`config.mk`:
```
export PLATFORM = sky130hd
export DESIGN_NAME = inst_fetch_ctrl
export DESIGN_NICKNAME = d
export VERILOG_FILES = /design/src/rtl/inst_fetch_ctrl_pkg.sv /design/src/rtl/inst_fetch_ctrl_fifo.sv /design/src/rtl/inst_fetch_ctrl.sv
export SDC_FILE = /design/constraint.sdc
export NUM_CORES = 1
export LEC_CHECK = 0
export CORE_ASPECT_RATIO = 2
export CORE_MARGIN = 2
export CORE_UTILIZATION = 54
export DETAILED_ROUTE_END_ITERATION = 8
export PLACE_DENSITY_LB_ADDON = 0.3
export SYNTH_ARGS = -nofsm -noshare
export SYNTH_HDL_FRONTEND = slang
export SYNTH_HIERARCHICAL = 1
export SYNTH_SLANG_ARGS = --single-unit
```
`constraint.sdc`:
```
create_clock -name clk -period 4.1 [get_ports clk]
set_clock_uncertainty 0.1 [all_clocks]
set_input_delay 0.82 -clock clk [delete_from_list [all_inputs] [get_ports clk]]
set_output_delay 0.82 -clock clk [all_outputs]
set_load 0.005 [all_outputs]
```
`src/rtl/inst_fetch_ctrl_pkg.sv`:
```
// Shared constants for the instruction fetch controller: FSM state
// encodings, enable levels, the idle ROM word, the default reset PC and
// the PC increment.
package inst_fetch_ctrl_pkg;

    // FSM state encodings (2 bits)
    localparam logic [1:0] FETCH_IDLE   = 2'd0;
    localparam logic [1:0] FETCH_RUN    = 2'd1;
    localparam logic [1:0] FETCH_HALTED = 2'd2;

    // ROM chip-enable levels
    localparam logic ENABLE  = 1'b1;
    localparam logic DISABLE = 1'b0;

    // Word the ROM returns while disabled; also the reset value of o_inst
    localparam logic [31:0] ZERO_WORD = 32'h0;

    // Default PC after reset
    localparam logic [31:0] RESET_PC_DEFAULT = 32'h0;

    // Byte distance between consecutive instructions
    localparam int PC_STEP = 4;

endpackage

```
`src/rtl/inst_fetch_ctrl_fifo.sv`:
```
// fetch_fifo: DEPTH-entry prefetch buffer holding {pc, inst} pairs.
// Pointers carry one extra wrap bit so full and empty are distinguishable
// without a separate counter. Flush wins over push and pop; a push while
// full is only accepted when a pop frees a slot in the same cycle.
module fetch_fifo #(
    parameter int WIDTH = 64,
    parameter int DEPTH = 2
) (
    input  logic                     clk,
    input  logic                     rst_n,
    input  logic                     push,
    input  logic                     pop,
    input  logic                     flush,
    input  logic [WIDTH-1:0]         wdata,
    output logic [WIDTH-1:0]         rdata,
    output logic                     full,
    output logic                     empty,
    output logic [$clog2(DEPTH):0]   count
);

    localparam int PTR_W = $clog2(DEPTH);
    localparam logic [PTR_W:0] PTR_ONE = 1;

    logic [WIDTH-1:0] mem [DEPTH];
    logic [PTR_W:0]   wr_ptr;
    logic [PTR_W:0]   rd_ptr;
    logic             do_push;
    logic             do_pop;

    assign empty   = (wr_ptr == rd_ptr);
    assign full    = (wr_ptr[PTR_W] != rd_ptr[PTR_W]) &&
                     (wr_ptr[PTR_W-1:0] == rd_ptr[PTR_W-1:0]);
    assign count   = wr_ptr - rd_ptr;
    assign rdata   = mem[rd_ptr[PTR_W-1:0]];
    assign do_pop  = pop && !empty && !flush;
    assign do_push = push && !flush && (!full || do_pop);

    // Pointer update: flush empties the buffer, otherwise advance on accepted ops
    always_ff @(posedge clk or negedge rst_n) begin
        if (!rst_n) begin
            wr_ptr <= '0;
            rd_ptr <= '0;
        end else if (flush) begin
            wr_ptr <= '0;
            rd_ptr <= '0;
        end else begin
            if (do_push) wr_ptr <= wr_ptr + PTR_ONE;
            if (do_pop)  rd_ptr <= rd_ptr + PTR_ONE;
        end
    end

    // Storage write; cleared at reset so the head reads zero before any fetch
    always_ff @(posedge clk or negedge rst_n) begin
        if (!rst_n) begin
            for (int i = 0; i < DEPTH; i++) mem[i] <= '0;
        end else if (do_push) begin
            mem[wr_ptr[PTR_W-1:0]] <= wdata;
        end
    end

endmodule

```
`src/rtl/inst_fetch_ctrl.sv`:
```
// inst_fetch_ctrl: owns the PC, drives the instruction ROM and buffers the
// fetched words with their PCs for the decode stage.
// Optional feature macro: FETCH_PERF_EN adds saturating push and stall
// counters (o_fetchCount, o_stallCount).
//
// Handshake: decode takes the head entry on every rising edge where
// o_instValid && i_instReady; o_inst/o_instPc are stable while
// o_instValid && !i_instReady and hold their last value while o_instValid=0.
// A redirect (i_branchValid) discards the buffer, including any entry
// handed over in that same cycle.
module inst_fetch_ctrl
    import inst_fetch_ctrl_pkg::*;
#(
    parameter int                ADDR_W   = 32,
    parameter int                INST_W   = 32,
    parameter int                DEPTH    = 2,
    parameter logic [ADDR_W-1:0] RESET_PC = ADDR_W'(RESET_PC_DEFAULT)
) (
    input  logic                   clk,
    input  logic                   rst_n,
    output logic                   o_romEnable,
    output logic [ADDR_W-1:0]      o_romAddr,
    input  logic [INST_W-1:0]      i_romInst,
    input  logic                   i_branchValid,
    input  logic [ADDR_W-1:0]      i_branchTarget,
    input  logic                   i_halt,
    output logic                   o_instValid,
    output logic [INST_W-1:0]      o_inst,
    output logic [ADDR_W-1:0]      o_instPc,
    input  logic                   i_instReady,
`ifdef FETCH_PERF_EN
    output logic [31:0]            o_fetchCount,
    output logic [31:0]            o_stallCount,
`endif
    output logic [1:0]             dbg_state,
    output logic [$clog2(DEPTH):0] dbg_count
);

    localparam int ENTRY_W = ADDR_W + INST_W;

    logic [1:0]             state;
    logic [ADDR_W-1:0]      pc;
    logic                   rom_en;
    logic                   push;
    logic                   pop;
    logic                   fifo_full;
    logic                   fifo_empty;
    logic [$clog2(DEPTH):0] fifo_count;
    logic [ENTRY_W-1:0]     fifo_rdata;
    logic [ADDR_W-1:0]      head_pc;
    logic [INST_W-1:0]      head_inst;
    logic [ADDR_W-1:0]      last_pc;
    logic [INST_W-1:0]      last_inst;

    assign pop  = !fifo_empty && i_instReady;
    assign push = rom_en && !i_branchValid;

    // ROM enable: fetch only while running and a slot is (or becomes) free
    always_comb begin
        rom_en = DISABLE;
        if (state == FETCH_RUN && (!fifo_full || pop)) rom_en = ENABLE;
    end

    // FSM and PC: redirect overrides everything, otherwise step on each push
    always_ff @(posedge clk or negedge rst_n) begin
        if (!rst_n) begin
            state <= FETCH_IDLE;
            pc    <= RESET_PC;
        end else if (i_branchValid) begin
            state <= FETCH_RUN;
            pc    <= {i_branchTarget[ADDR_W-1:2], 2'b00};
        end else begin
            if (push) pc <= pc + ADDR_W'(PC_STEP);
            case (state)
                FETCH_IDLE:   state <= FETCH_RUN;
                FETCH_RUN:    if (i_halt) state <= FETCH_HALTED;
                FETCH_HALTED: state <= FETCH_HALTED;
                default:      state <= FETCH_IDLE;
            endcase
        end
    end

    fetch_fifo #(
        .WIDTH (ENTRY_W),
        .DEPTH (DEPTH)
    ) u_fifo (
        .clk   (clk),
        .rst_n (rst_n),
        .push  (push),
        .pop   (pop),
        .flush (i_branchValid),
        .wdata ({pc, i_romInst}),
        .rdata (fifo_rdata),
        .full  (fifo_full),
        .empty (fifo_empty),
        .count (fifo_count)
    );

    assign head_pc   = fifo_rdata[ENTRY_W-1:INST_W];
    assign head_inst = fifo_rdata[INST_W-1:0];

    // Remember the most recent head so the outputs hold once the buffer empties
    always_ff @(posedge clk or negedge rst_n) begin
        if (!rst_n) begin
            last_pc   <= '0;
            last_inst <= INST_W'(ZERO_WORD);
        end else if (!fifo_empty) begin
            last_pc   <= head_pc;
            last_inst <= head_inst;
        end
    end

    assign o_romEnable = rom_en;
    assign o_romAddr   = pc;
    assign o_instValid = !fifo_empty;
    assign o_inst      = fifo_empty ? last_inst : head_inst;
    assign o_instPc    = fifo_empty ? last_pc   : head_pc;
    assign dbg_state   = state;
    assign dbg_count   = fifo_count;

`ifdef FETCH_PERF_EN
    logic [31:0] fetch_cnt;
    logic [31:0] stall_cnt;

    // Saturating counters of pushes and of running cycles blocked by a full buffer
    always_ff @(posedge clk or negedge rst_n) begin
        if (!rst_n) begin
            fetch_cnt <= '0;
            stall_cnt <= '0;
        end else begin
            if (push && fetch_cnt != '1) fetch_cnt <= fetch_cnt + 32'd1;
            if (state == FETCH_RUN && fifo_full && !pop && stall_cnt != '1)
                stall_cnt <= stall_cnt + 32'd1;
        end
    end

    assign o_fetchCount = fetch_cnt;
    assign o_stallCount = stall_cnt;
`endif

endmodule

```
==> results of run 1 <==
-- worst register-to-register path: cells and delay by family (launching register included) --
family | cells | cell delay [ps]
adders and majority gates | 1 | 360
buffers and inverters | 3 | 660
muxes | 1 | 400
DFF | 1 | 420
and+or+nand+nor | 4 | 610
AOI/OAI and AO/OA | 2 | 690
-- state kept, by name, indices dropped and copies added, names as in the netlist --
name           cells
u_fifo/mem       128
last_inst         32
last_pc           32
o_romAddr         30
dbg_state          2
u_fifo/rd_ptr      2
u_fifo/wr_ptr      2
-- synth_stat cells, types with 12 or more instances --
| cell type | number | area (um^2) |
|---|---|---|
| sky130_fd_sc_hd__dfrtp_1 | 228 | 5710 |
| sky130_fd_sc_hd__mux2_2 | 179 | 2020 |
| sky130_fd_sc_hd__mux2_4 | 79 | 1190 |
| sky130_fd_sc_hd__nand2_1 | 29 | 109 |
| sky130_fd_sc_hd__nor2_1 | 23 | 86.3 |
| sky130_fd_sc_hd__clkbuf_1 | 22 | 82.6 |
| sky130_fd_sc_hd__nand3_1 | 19 | 95.1 |
| sky130_fd_sc_hd__inv_1 | 18 | 67.6 |
| sky130_fd_sc_hd__nand4_1 | 13 | 81.3 |
| sky130_fd_sc_hd__o21ai_0 | 13 | 65.1 |
| sky130_fd_sc_hd__buf_6 | 12 | 135 |
-- area by class of cell --
| type | count | area (um^2) | area share (%) |
|---|---|---|---|
| inverter | 19 | 71.3 | 0.542 |
| antenna | 1 | 2.50 | 0.0190 |
| clock buffer | 30 | 589 | 4.47 |
| timing repair buffer | 181 | 1820 | 13.9 |
| multi-input combinational | 479 | 4590 | 34.9 |
| tap | 259 | 324 | 2.46 |
| clock inverter | 6 | 57.6 | 0.437 |
| sequential | 228 | 5710 | 43.3 |
-- metal layers --
metal	vias up	share of wire, %	global-route usage [%]
met5	-	0	0
met4	0	2.8	8.46
met3	45	5.1	3.73
met2	196	53	40.9
met1	3480	39	27.8
li1	3086	-	-
-- worst paths after layout --
check                                              from                         end  slack, ps
hold / removal                                    rst_n        last_pc[2]$_DFF_PN0_        230
max in group asynchronous                         rst_n  u_fifo/mem[46]$_DFFE_PN0P_       2770
hold reg to reg                   last_pc[30]$_DFF_PN0_       last_pc[30]$_DFF_PN0_        390
min in group clk                  last_pc[30]$_DFF_PN0_       last_pc[30]$_DFF_PN0_        390
setup reg to reg           u_fifo/wr_ptr[0]$_DFFE_PN0P_   u_fifo/mem[0]$_DFFE_PN0P_        740
setup / recovery           u_fifo/rd_ptr[0]$_DFFE_PN0P_                o_instPc[31]        250
-- power groups by stage --
stage / Clock, mW / Sequential (mW) / Combinational, mW
after global routing: 2.05 / 3.84 / 3.92
after floorplan: 0 / 3.58 / 2.19
after global placement: 0 / 3.70 / 3.60
after detailed placement: 0 / 3.75 / 3.68
after CTS: 1.95 / 3.73 / 3.70
final: 1.90 / 3.73 / 3.64
-- through the flow --
stage / power, mW / utilization [%] / area, um^2 / instances
after CTS: 9.38 / 68.3 / 13200 / 1202
after floorplan: 5.77 / - / 10600 / 768
after global routing: 9.81 / 68.3 / 13200 / 1203
final: 9.26 / 68.3 / 13200 / 1203
after global placement: 7.30 / 64.9 / 12500 / 1166
after detailed placement: 7.43 / 64.9 / 12500 / 1166
-- cells by family (layout without fill, tap and decap cells) --
kind of cell    count (synthesis)  after routing  synth area share (%)
simple gates                  131            131                  6.61
compound gates                 68             68                  4.58
fa+ha+maj                       4              4                 0.472
other cells                     1              7                0.0354
buf+inv                        61            236                  3.13
mux                           261            261                  30.5
xor+xnor                        9              9                 0.815
flops                         228            228                  53.8
==> flow_metrics.tcl, run 1 <==
set metrics [dict create \
    ctsLongestPathBuffers 3 \
    syn_inst 763 \
    p_seq_share_pct 40.2 \
    critical-path-top-delay-family "buffers and inverters" \
    total_switching_power_mw 2.54 \
    wirelength_um 23900 \
    finalCritPeriodShare_pct 94.0 \
    clock_power_share_pct 20.5 \
    worstPathRequired_ps 3180 \
    floorplan.initialDensity_pct 55.0 \
    path_clk_slew_ps 70 \
    postLayoutSetupSlackWorst_ps 247 \
    setup.worst_path.start_class "register" \
    mappedNetlistArea_mm2 0.0106 \
    worst_slew_pin_slew_ps 1020 \
    peak_ir_drop_on_the_vdd_network_mv 0.498 \
    cts.sink_count 228 \
    postCtsResizedCells 0 \
    mostFrequentLayoutCell "sky130_fd_sc_hd__dfrtp_1" \
    grt_pass1_vias 7355 \
    port_buffers 166 \
    hold_buffers 0 \
    post-place-ws_ps 606 \
    power_density_mw_per_mm2 703 \
    timing.critical_path.slowest_cell_delay_ps 790 \
    detailedRoute.firstIterationViolations 308 \
    final_nets 1003 \
    hp-class "in -> async" \
    crit_slowest_cell "sky130_fd_sc_hd__buf_4" \
    crit_path_end_kind "output pin" \
    flow.area_growth_from_synthesis_pct 24.3 \
    synthesis.yosys.warnings 6 \
    fin_tns_setup_ps 0 \
    run_status "finished, final reports clean" \
    dieWidth_um 103 \
    synth-edff-count 0 \
    detail_route.vias_per_cell 5.66 \
    die-height_um 202 \
    worst_ep_arrival_time_ps 2930 \
    max-cap-violations 0 \
    critical_path_class "reg -> out" \
    grt_remaining_overflow 0 \
    dominantRegCellSynth "sky130_fd_sc_hd__dfrtp_1" \
    antenna_found_initial 1 \
    cp_cell_sequence "buf_4, mux2_2, mux2_2, clkdlybuf4s50_1" \
    critPathMaxFanout 68 \
    drc 0 \
    ys_seq_elements 228 \
    drive_gt1_share_pct 33.7 \
    setup-violations-final 0 \
    dieArea_mm2 0.0208 \
    synth.avg_cell_area_um2 13.9 \
    post_drt_wl_per_cell_um 19.9 \
    async_flop_share_pct 100 \
    cts_tree "yes" \
    rsz0062_at_grt "no" \
    ys_types 54 \
    post-cts-setup-buffer-count 0 \
    drt_pass1_iterations 5 \
    report.final.hold_viol_count 0 \
    period_minus_slack_ps 3850 \
    grt_pass1_wl_um 38000 \
    final_cell_mix "sky130_fd_sc_hd__dfrtp_1 (227), sky130_fd_sc_hd__mux2_2 (179), sky130_fd_sc_hd__clkdlybuf4s50_1 (164), sky130_fd_sc_hd__mux2_4 (79), sky130_fd_sc_hd__nand2_1 (29)" \
    p_comb_share_pct 39.3 \
    cellLeakagePower_nw 5.73 \
    slew_viol_final 0 \
    worst_hold_slack_ps 230 \
    floorplan.core_area_mm2 0.0193 \
    critical-path-top-cell-by-count "sky130_fd_sc_hd__mux2_2" \
    placement_row_count 72 \
    routed_via_count 6807 \
    dp_hpwl_um 15500 \
    grt_use_total_pct 23.2 \
    postRouteAntennaNets 0 \
    grt_max_degree 100 \
    layout.filler_cells 1412 \
    clkLatencyLatePin_ps 510 \
    power_switching_share_pct 27.4 \
    synth-seq-area-share_pct 53.8 \
    num_io_pins 171 \
    clock.fmax_mhz 260 \
    worstSetupPathDepth 4 \
    crit_buf_inv 2 \
    cts-buffers-inserted 21 \
    htreeDepth 1 \
    relSlewSlack_pct 31.8 \
    gp_weighted_congestion 0.859 \
    worst-r2r-cell-count 11 \
    cts.root.buffer_cell "sky130_fd_sc_hd__clkbuf_16" \
    cellInternalPower_mw 6.72 \
]
(Power assumes the default switching activity.)
==> run 2: changes to the inputs <==
--- a/config.mk
+++ b/config.mk
@@ -5,7 +5,6 @@
 export SDC_FILE = /design/constraint.sdc
 export NUM_CORES = 1
 export LEC_CHECK = 0
-export CORE_ASPECT_RATIO = 2
 export CORE_MARGIN = 2
 export CORE_UTILIZATION = 54
 export DETAILED_ROUTE_END_ITERATION = 8
==> flow_metrics.tcl, run 2 (synthesis gave the netlist of run 1 again) <==
set metrics [dict create \
    finalCritPeriodShare_pct 96.0 \
    worst-r2r-cell-count 11 \
    crit_path_end_kind "output pin" \
    relSlewSlack_pct 31.3 \
    dp_hpwl_um 14800 \
    num_io_pins 171 \
    grt_max_degree 106 \
    utilization_pct 69.6 \
    power_density_mw_per_mm2 722 \
    routed_via_count 6851 \
    cts.root.buffer_cell "sky130_fd_sc_hd__clkbuf_16" \
    cp_cell_sequence "inv_1, ha_1, inv_1, nor2_4, buf_4, mux2_2, clkdlybuf4s50_1" \
    final_cell_mix "sky130_fd_sc_hd__dfrtp_1 (227), sky130_fd_sc_hd__mux2_2 (179), sky130_fd_sc_hd__clkdlybuf4s50_1 (164), sky130_fd_sc_hd__mux2_4 (79), sky130_fd_sc_hd__nand2_1 (29)" \
    insertedDiodeCount 0 \
    critical-path-top-cell-by-count "sky130_fd_sc_hd__inv_1" \
    rsz0062_at_grt "no" \
    mostFrequentLayoutCell "sky130_fd_sc_hd__dfrtp_1" \
    dieArea_mm2 0.0208 \
    postRouteAntennaNets 0 \
    grt_remaining_overflow 0 \
    regMostFlops "u_fifo/mem" \
    worst_slew_pin_slew_ps 1030 \
    largest_register_ffs 128 \
    port_buffers 166 \
    die-height_um 144 \
    drive_gt1_share_pct 35.1 \
    fin_tns_setup_ps 0 \
    timing.critical_path.slowest_cell_delay_ps 450 \
    wirelength_um 23200 \
    placement_row_count 51 \
    worstPathRequired_ps 3180 \
    post_drt_wl_per_cell_um 19.0 \
    crit_slowest_cell "sky130_fd_sc_hd__clkdlybuf4s50_1" \
    setup.worst_path.start_class "register" \
    path_clk_slew_ps 60 \
    ctsLongestPathBuffers 3 \
    hold_buffers 0 \
    detailedRoute.firstIterationViolations 383 \
    cellLeakagePower_nw 5.86 \
    grt_use_total_pct 22.7 \
    drc 0 \
    grt_pass1_vias 7046 \
    cts-buffers-inserted 24 \
    worst_ep_arrival_time_ps 3020 \
    run_status "finished, final reports clean" \
    largestRegisters "u_fifo/mem: 128 flops, last_inst: 32 flops, last_pc: 32 flops" \
    floorplan.core_area_mm2 0.0193 \
    slew_viol_final 0 \
    hp-class "in -> async" \
    dieWidth_um 144 \
    clock.fmax_mhz 254 \
    cts_tree "yes" \
    report.final.hold_viol_count 0 \
    htreeDepth 1 \
    setup-violations-final 0 \
    layout.cells.non_filler 1220 \
    cts.sink_count 228 \
    grt_pass1_wl_um 37400 \
    final_nets 1010 \
    critPathMaxFanout 12 \
    worst_r2r_endpoint "u_fifo/mem[49]$_DFFE_PN0P_" \
    detail_route.vias_per_cell 5.62 \
    flow.area_growth_from_synthesis_pct 27.0 \
    layout.filler_cells 1346 \
    max-cap-violations 0 \
    peak_ir_drop_on_the_vdd_network_mv 0.484 \
    critical_path.reg2reg.startpoint "u_fifo/wr_ptr[0]$_DFFE_PN0P_" \
    critical_path_class "reg -> out" \
    antenna_found_initial 0 \
    drt_pass1_iterations 4 \
    gp_weighted_congestion 0.839 \
    placedCellCount 1173 \
    period_minus_slack_ps 3940 \
    setup.reg_to_reg.worst_slack_ps 640 \
    clkLatencyLatePin_ps 510 \
    floorplan.initialDensity_pct 54.8 \
]
## run 2: changes by cell type in the layout (fill, tap and decap cells not counted), sizes merged
| cell | before | now |
|---|---|---|
| clkbuf | 31 | 32 |
| nor2 | 23 | 24 |
| clkinvlp | 1 | 2 |
| buf | 16 | 20 |
| bufinv | 1 | 4 |
| diode | 1 | 0 |
| clkinv | 5 | 7 |
## run 2: how the worst max path moves through the flow
stage | startpoint | slack, ps | end | depth (start not counted)
floorplan | u_fifo/wr_ptr[0]$_DFFE_PN0P_ | 960 | u_fifo/mem[10]$_DFFE_PN0P_ | 12
global placement | u_fifo/wr_ptr[0]$_DFFE_PN0P_ | 440 | o_instPc[25] | 7
detailed placement | u_fifo/wr_ptr[0]$_DFFE_PN0P_ | 390 | o_instPc[23] | 7
CTS | u_fifo/wr_ptr[0]$_DFFE_PN0P_ | 50 | o_instPc[23] | 7
global route | u_fifo/wr_ptr[0]$_DFFE_PN0P_ | 3 | o_instPc[26] | 7
finish | u_fifo/wr_ptr[0]$_DFFE_PN0P_ | 160 | o_instPc[26] | 7
## run 2: metrics by stage
stage | cell area, um^2 | setup WS (ps) | power [mW] | hold slack [ps]
2_1_floorplan | 10600 | 959 | 5.77 | 375
3_3_place_gp | 12600 | 438 | 7.28 | 377
3_5_place_dp | 12600 | 392 | 7.41 | 380
4_1_cts | 13400 | 48.4 | 9.80 | 288
5_1_grt | 13500 | 2.83 | 10.3 | 306
6_report | 13500 | 163 | 9.71 | 233
## run 2: routing by layer
metal  track usage [%]  up-vias  part of all wire [%]
li1                  -     3102                     -
met1              30.9     3525                    44
met2              37.3      195                    48
met3              4.60       29                   6.7
met4              6.14        0                   1.6
met5                 0        -                     0
## run 2: where the power goes
| group | internal [mW] | switching [mW] | leakage (nW) |
|---|---|---|---|
| Sequential | 3.24 | 0.473 | 2.76 |
| Clock | 1.45 | 0.877 | 0.427 |
| Combinational | 2.45 | 1.22 | 2.67 |
## run 2: layout make-up
cell class	instances	area (um^2)	area share, %
inverter	19	71.3	0.530
clock inverter	12	165	1.23
timing repair buffer	184	1870	13.9
sequential	228	5710	42.4
multi-input combinational	480	4600	34.2
tap	265	332	2.46
clock buffer	32	702	5.22
## run 2: what timing repair did
action / CTS / global route
cloned: 1 / 0
buffers inserted: 0 / 2
hold endpoints to repair: 0 / 0
pin swaps: 1 / 1
resized for setup: 0 / 1
endpoints found under the setup margin: 48 / 37
## run 2: critical path, delay by kind of cell (launching register included)
kind / cells / cell delay (ps)
flops: 1 / 410
fa+ha+maj: 1 / 360
simple gates: 1 / 360
mux: 1 / 370
buf+inv: 4 / 1010
